===== config.mk =====
export PLATFORM = sky130hd
export DESIGN_NAME = bmf_butterfly_pipe
export DESIGN_NICKNAME = d
export VERILOG_FILES = /design/src/rtl/bmf_butterfly_pipe.sv
export SDC_FILE = /design/constraint.sdc
export NUM_CORES = 1
export LEC_CHECK = 0
export ABC_AREA = 1
export ABC_CLOCK_PERIOD_IN_PS = 3500
export BUFFER_PORTS_ARGS = -buffer_cell sky130_fd_sc_hd__buf_2
export CORE_MARGIN = 2
export CORE_UTILIZATION = 46
export CTS_BUF_LIST = sky130_fd_sc_hd__clkbuf_16
export DETAILED_ROUTE_END_ITERATION = 7
export GPL_ROUTABILITY_DRIVEN = 0
export PLACE_DENSITY = 0.74
export SYNTH_ARGS = -nofsm -noshare
export SYNTH_HDL_FRONTEND = slang
export SYNTH_SLANG_ARGS = --single-unit

===== constraint.sdc =====
create_clock -name clk -period 3.5 [get_ports clk]
set_clock_uncertainty 0.15 [all_clocks]
set_input_delay 0.525 -clock clk [delete_from_list [all_inputs] [get_ports clk]]
set_output_delay 0.525 -clock clk [all_outputs]
set_load 0.02 [all_outputs]

===== src/rtl/bmf_butterfly_pipe.sv =====
// Purpose : pipelined radix-2 butterfly, out_sum = a+b, out_diff = a-b, with optional LSB truncation.
// Latency : STAGES cycles from input transfer to output presentation; 1 beat/cycle sustained.
// Backpr. : skid-free elastic pipe, ready_i = !valid_i | ready_{i+1}; in_ready drops only when all stages are full.
//
// Ports:
//   clk, rst                 rising-edge clock, asynchronous active-high reset
//   in_valid/in_ready        input handshake; in_a, in_b unsigned W-bit operands
//   in_exact                 1 = use full operands, 0 = zero the low APPROX_LSB bits
//   out_valid/out_ready      output handshake
//   out_sum                  a+b, unsigned W+1 bits
//   out_diff                 a-b, two's complement W+1 bits
//   err_clr, err_cnt, err_max  approximation error monitor (clear, beat count, max |error|)
//
// Build option: define BMF_BUTTERFLY_ERR_MON_EN to build the error monitor;
// otherwise err_cnt/err_max read 0 and err_clr is ignored.
module bmf_butterfly_pipe #(
    parameter int W          = 4,
    parameter int APPROX_LSB = 2,
    parameter int STAGES     = 2
) (
    input  logic         clk,
    input  logic         rst,
    input  logic         in_valid,
    output logic         in_ready,
    input  logic [W-1:0] in_a,
    input  logic [W-1:0] in_b,
    input  logic         in_exact,
    output logic         out_valid,
    input  logic         out_ready,
    output logic [W:0]   out_sum,
    output logic [W:0]   out_diff,
    input  logic         err_clr,
    output logic [15:0]  err_cnt,
    output logic [W:0]   err_max
);
    // Bits kept in approximate mode; all ones when APPROX_LSB = 0.
    localparam logic [W-1:0] KEEP_MASK = {W{1'b1}} << APPROX_LSB;

    typedef struct packed {
        logic [W:0] sum;
        logic [W:0] diff;
`ifdef BMF_BUTTERFLY_ERR_MON_EN
        logic [W:0] err;
`endif
    } beat_t;

    logic [W-1:0]      am;
    logic [W-1:0]      bm;
    beat_t             s0_beat;
    logic              rdy_acc;
    logic [STAGES-1:0] stage_rdy;
    logic [STAGES-1:0] valid_q;
    logic [STAGES-1:0] valid_d;
    beat_t             beat_q [STAGES];
    beat_t             beat_d [STAGES];

    // All arithmetic happens here; later stages only carry the result.
    always_comb begin
        am           = in_exact ? in_a : (in_a & KEEP_MASK);
        bm           = in_exact ? in_b : (in_b & KEEP_MASK);
        s0_beat      = '0;
        s0_beat.sum  = {1'b0, am} + {1'b0, bm};
        s0_beat.diff = {1'b0, am} - {1'b0, bm};
`ifdef BMF_BUTTERFLY_ERR_MON_EN
        // Truncation only removes value, so exact - approx is never negative.
        s0_beat.err  = ({1'b0, in_a} + {1'b0, in_b}) - s0_beat.sum;
`endif
    end

    // Unrolled ready chain: stage i can load if any stage from i to the
    // output has a hole, or the output is being drained.
    always_comb begin
        stage_rdy = '0;
        rdy_acc   = out_ready;
        for (int i = STAGES - 1; i >= 0; i--) begin
            rdy_acc      = rdy_acc | ~valid_q[i];
            stage_rdy[i] = rdy_acc;
        end
    end

    // Data only moves on a transfer into a stage; bubbles keep stale data.
    always_comb begin
        valid_d = valid_q;
        beat_d  = beat_q;
        if (stage_rdy[0]) begin
            valid_d[0] = in_valid;
            if (in_valid) begin
                beat_d[0] = s0_beat;
            end
        end
        for (int i = 1; i < STAGES; i++) begin
            if (stage_rdy[i]) begin
                valid_d[i] = valid_q[i-1];
                if (valid_q[i-1]) begin
                    beat_d[i] = beat_q[i-1];
                end
            end
        end
    end

    always_ff @(posedge clk or posedge rst) begin
        if (rst) begin
            valid_q <= '0;
            for (int i = 0; i < STAGES; i++) begin
                beat_q[i] <= '0;
            end
        end else begin
            valid_q <= valid_d;
            beat_q  <= beat_d;
        end
    end

    assign in_ready  = stage_rdy[0];
    assign out_valid = valid_q[STAGES-1];
    assign out_sum   = beat_q[STAGES-1].sum;
    assign out_diff  = beat_q[STAGES-1].diff;

`ifdef BMF_BUTTERFLY_ERR_MON_EN
    logic [15:0] err_cnt_q;
    logic [15:0] err_cnt_d;
    logic [W:0]  err_max_q;
    logic [W:0]  err_max_d;
    logic [W:0]  out_err;

    assign out_err = beat_q[STAGES-1].err;

    // Error is accounted when the beat leaves; a clear overrides that update.
    always_comb begin
        err_cnt_d = err_cnt_q;
        err_max_d = err_max_q;
        if (err_clr) begin
            err_cnt_d = '0;
            err_max_d = '0;
        end else if (out_valid && out_ready && (out_err != '0)) begin
            if (err_cnt_q != 16'hFFFF) begin
                err_cnt_d = err_cnt_q + 16'd1;
            end
            if (out_err > err_max_q) begin
                err_max_d = out_err;
            end
        end
    end

    always_ff @(posedge clk or posedge rst) begin
        if (rst) begin
            err_cnt_q <= '0;
            err_max_q <= '0;
        end else begin
            err_cnt_q <= err_cnt_d;
            err_max_q <= err_max_d;
        end
    end

    assign err_cnt = err_cnt_q;
    assign err_max = err_max_q;
`else
    logic unused_err_clr;
    assign unused_err_clr = err_clr;
    assign err_cnt        = '0;
    assign err_max        = '0;
`endif

endmodule


## After elaboration in Yosys (flattened, before gate mapping)

Cells that the tools add are included.

- Add/subtract/negate cells: 2
- Multiplexer cells: 2
- Bitwise logic cells: 4
- Reduce and logical (&&, ||, !) cells: 2

Operators by type and width:

| operator | number |
|---|---|
| adder 4 x 4 -> 5 bit | 1 |
| subtractor 4 x 4 -> 5 bit | 1 |
| two-way mux 2 bit | 2 |
| AND reduction 2 bit | 2 |
| NOT 1 bit | 2 |
| bitwise OR 1 bit | 2 |

- Bits in registers: 22
- Input bits: 14
- Word-level logic and storage cells: 16

## Logic depth before layout (Yosys ltp)

- Word-level depth: 4
- Depth in mapped cells: 10
- Mapped depth without buffers: 10

## Worst setup path before layout

No wires, ideal clock.

- Path kind: input-to-reg
- Start: input port in_exact
- End: register beat_q[19] in the netlist's numbering
- Library setup time: 0.077 ns
- Arrival: 1.587 ns
- Setup slack: 1.685 ns
- Stages on the path: 8
- Buffers on the path: 0
- Cells stage by stage: nand2_1 -> inv_1 -> ha_1 -> inv_1 -> fa_1 -> o21ai_0 -> nand2_1 -> a21oi_1

- Cells in the longest elaborated chain, start to end: 2

RTL lines:

| what | line | text |
|---|---|---|
| start, declared | 27 | `input logic in_exact,` |
| two-way mux 2 bit, on equally long branches | 59, 60 |  |
| adder 4 x 4 -> 5 bit (*) | 62 | `s0_beat.sum = {1'b0, am} + {1'b0, bm};` |
| end signal, assigned | 109 | `beat_q <= beat_d;` |
| end, declared | 54 | `beat_t beat_q [STAGES];` |

Mark *: on every way between the ends. The rest lies on a longest branch, timed or not.
A chain may end at the register's enable or synchronous reset.

## Worst setup path in the final report

Ends and elaborated chain as after synthesis.

==> metrics.json <==
{
  "cells_and_area": {
    "flow.area_growth_from_synthesis_pct": 2.788,
    "post-route-util_pct": 50.18,
    "diodes": 0,
    "num-nets-final": 199,
    "final-instance-count-excl-fill": 205,
    "layout-drive-gt1-share_pct": 20.11
  },
  "synthesis": {
    "synth_edf_count": 0,
    "netlist_area_sq_um": 1346,
    "dominantRegCellSynth": "dfrtp_1",
    "synth_async_sr_flop_share_pct": 100.0,
    "synth_warnings": 0,
    "synth.yosys.seq_area_share_pct": 37.17,
    "avgSynthCellArea_sq_um": 8.362,
    "synth_seq_cells": 20,
    "synthCells": 161,
    "ys_types": 21
  },
  "worst_setup_path": {
    "cp_num_buf_inv": 3,
    "crit_path_launch_type": "input port",
    "timing.critical_path.arrival_ns": 1.81,
    "critical_path_required_ns": 3.52,
    "cp_slowest_cell": "fa_1",
    "worstPathCellList": "buf_2 -> nand2_1 -> inv_1 -> ha_1 -> inv_1 -> fa_1 -> o21ai_0 -> nand2_1 -> a21oi_1",
    "critPathMaxFanout": 4,
    "slowest_stage_delay_on_critical_path_ns": 0.46,
    "timing.setup.critical_path_class": "in -> reg",
    "worst_path_dominant_cell_family": "adder cells",
    "setup.worst_path.end_class": "flip-flop"
  },
  "global_route": {
    "global_route_wire_length_before_repair_mm": 3.015,
    "antenna_found_initial": 0,
    "groute.layer.met1.usage_pct": 15.25,
    "grt_pass1_vias": 718,
    "grt.met3_usage_pct": 2.679,
    "global_route.usage.met2_pct": 18.02,
    "globalRouteTotalUtil_pct": 11.52,
    "overflow": 0,
    "globalRoute.busiestLayer": "met2",
    "maximum_number_of_pins_on_one_net_before_global_route_repair": 21
  },
  "pwr": {
    "logic_gate_share_of_total_power_pct": 30.0,
    "max-vdd-ir-drop_v": 0.0004017,
    "p_sw_share_pct": 34.49,
    "p_seq_share_pct": 40.9,
    "power_uw": 790.8,
    "power.clock.fraction_pct": 29.1,
    "total_leakage_power_uw": 0.0008167,
    "power.density_nw_per_um2": 571.5,
    "p_int_uw": 518.1,
    "power.net_switching_uw": 272.7
  },
  "detailed_routing": {
    "avgViaCountPerCell": 4.151,
    "first_pass_iters": 4,
    "routed_wirelength_mm": 1.841,
    "drc": 0,
    "antenna_left": 0,
    "routedWlPerCell_um": 8.980,
    "drt_iter0_markers": 35,
    "detailroute.via_count": 851
  },
  "floorplan": {
    "coreArea_sq_um": 2758,
    "floorplan.die.width_um": 58.10,
    "die-height_um": 58.10,
    "initial_utilization_pct": 48.82,
    "ios": 47,
    "floorplan.rows": 19,
    "die_area_sq_um": 3376
  },
  "clock_network": {
    "cts-htree-levels": 1,
    "numCtsBuffers": 3,
    "clk-insertion-delay-late_ns": 0.25,
    "cts.sinks": 20,
    "cts_hold_repair.buffers": 0,
    "clk_path_buf_depth": 2,
    "cts.repair_timing.setup_buffer_count": 0,
    "root_buffer": "clkbuf_16",
    "clk_transition_reported_paths_ns": 0.05,
    "cts_resized": 0,
    "cts_tree": "built"
  },
  "job": {
    "maxCapViolCount": 0
  },
  "sta": {
    "setup-tns-final_ns": 0,
    "timing.final.hold_violations": 0,
    "final.hold.worst_slack_ns": 0.2437,
    "final_worst_path_period_share_pct": 51.23,
    "worst_pin_slew_ns": 0.7248,
    "rsz0062_at_grt": "no",
    "relSlewSlack_pct": 51.63,
    "fmax_ghz": 0.5577,
    "layout_min_cycle_time_ns": 1.793,
    "report.final.setup_viol": 0,
    "slew_violations": 0
  },
  "placement": {
    "dpl.hpwl_mm": 1.490,
    "cell_count_post_placement": 201,
    "numPortBuffers": 24
  },
  "hold_path": {
    "worst_hold_path_type": "in -> async"
  },
  "outcome": {
    "status": "complete, no violations"
  }
}
==> registers in the layout (all words and copies together), names as in the netlist <==
signal and count:
out_diff 4, out_sum 5, valid_q 2, beat_q 9
==> cell type report <==
cell class | count | area (sq um)
clock buffers | 3 | 75.07
clock inverters | 1 | 3.754
fillers | 271 | 1374
inverters | 16 | 60.06
multi-input cells | 110 | 585.6
flip-flops and latches | 20 | 500.5
well taps | 31 | 38.79
repair buffers | 24 | 120.1
==> cell usage after synthesis (2+ instances only) <==
master / count / area [sq um]
o21ai_0: 2 / 10.01
nand2_1: 46 / 172.7
nand3_1: 13 / 65.06
buf_6: 2 / 22.52
nand2_2: 2 / 12.51
nor2_1: 6 / 22.52
a21oi_1: 2 / 10.01
buf_4: 31 / 232.7
ha_1: 8 / 100.1
o21ai_2: 3 / 26.28
dfrtp_1: 20 / 500.5
inv_1: 15 / 56.30
o21ai_1: 2 / 10.01
fa_1: 2 / 40.04
==> power groups by stage <==
stage	sequential, uW	clock, uW	combinational (uW)
6_report	323	230	237
5_1_grt	331	240	269
4_1_cts	324	235	241
3_5_place_dp	328	0	241
3_3_place_gp	324	0	237
2_1_floorplan	321	0	258
==> routing by layer <==
metal  vias up  share of wire, %
met2        25                46
li1        467                 -
met5         -                 0
met1       355                47
met3         4               5.2
met4         0               1.2
==> through the flow <==
| stage | cell area [sq um] | setup WS [ns] |
|---|---|---|
| 2_1_floorplan | 1421 | 1.685 |
| 3_3_place_gp | 1305 | 1.467 |
| 3_5_place_dp | 1305 | 1.444 |
| 4_1_cts | 1384 | 1.696 |
| 5_1_grt | 1384 | 1.528 |
| 6_report | 1384 | 1.707 |
==> layout by cell type (no fill, tap or decap), types with 3 or more instances in the layout <==
cell type  instances
buf_2             24
clkbuf_16          3
conb_1            21
dfrtp_1           20
ha_1               8
inv_1             15
nand2_1           46
nand3_1           13
nor2_1             6
o21ai_2            3
==> path summary, 6_finish.rpt <==
check                            startpoint           to  slack, ns  cells after the start
worst min-delay path                    rst   out_sum[0]       0.24                      2
min in group clk                out_diff[1]  out_diff[1]       0.31                      2
worst min register to register  out_diff[1]  out_diff[1]       0.31                      2
max in group asynchronous               rst   beat_q[13]       2.50                      2
worst max register to register   valid_q[1]  out_diff[2]       2.17                      4
worst max-delay path               in_exact   beat_q[19]       1.71                      9
==> kinds of logic (layout without fill, tap and decap cells) <==
group | count (synthesis) | in the layout | synth area share [%]
flip-flops | 20 | 20 | 37.17
adder cells (fa/ha/maj) | 10 | 10 | 10.41
XOR/XNOR | 1 | 1 | 0.6507
AND/OR/NAND/NOR | 69 | 69 | 22.40
AO/OA/AOI/OAI | 9 | 9 | 4.183
buffers and inverters | 51 | 44 | 24.91
other | 1 | 21 | 0.2785
Note: power is estimated with default switching activity, not from simulation.
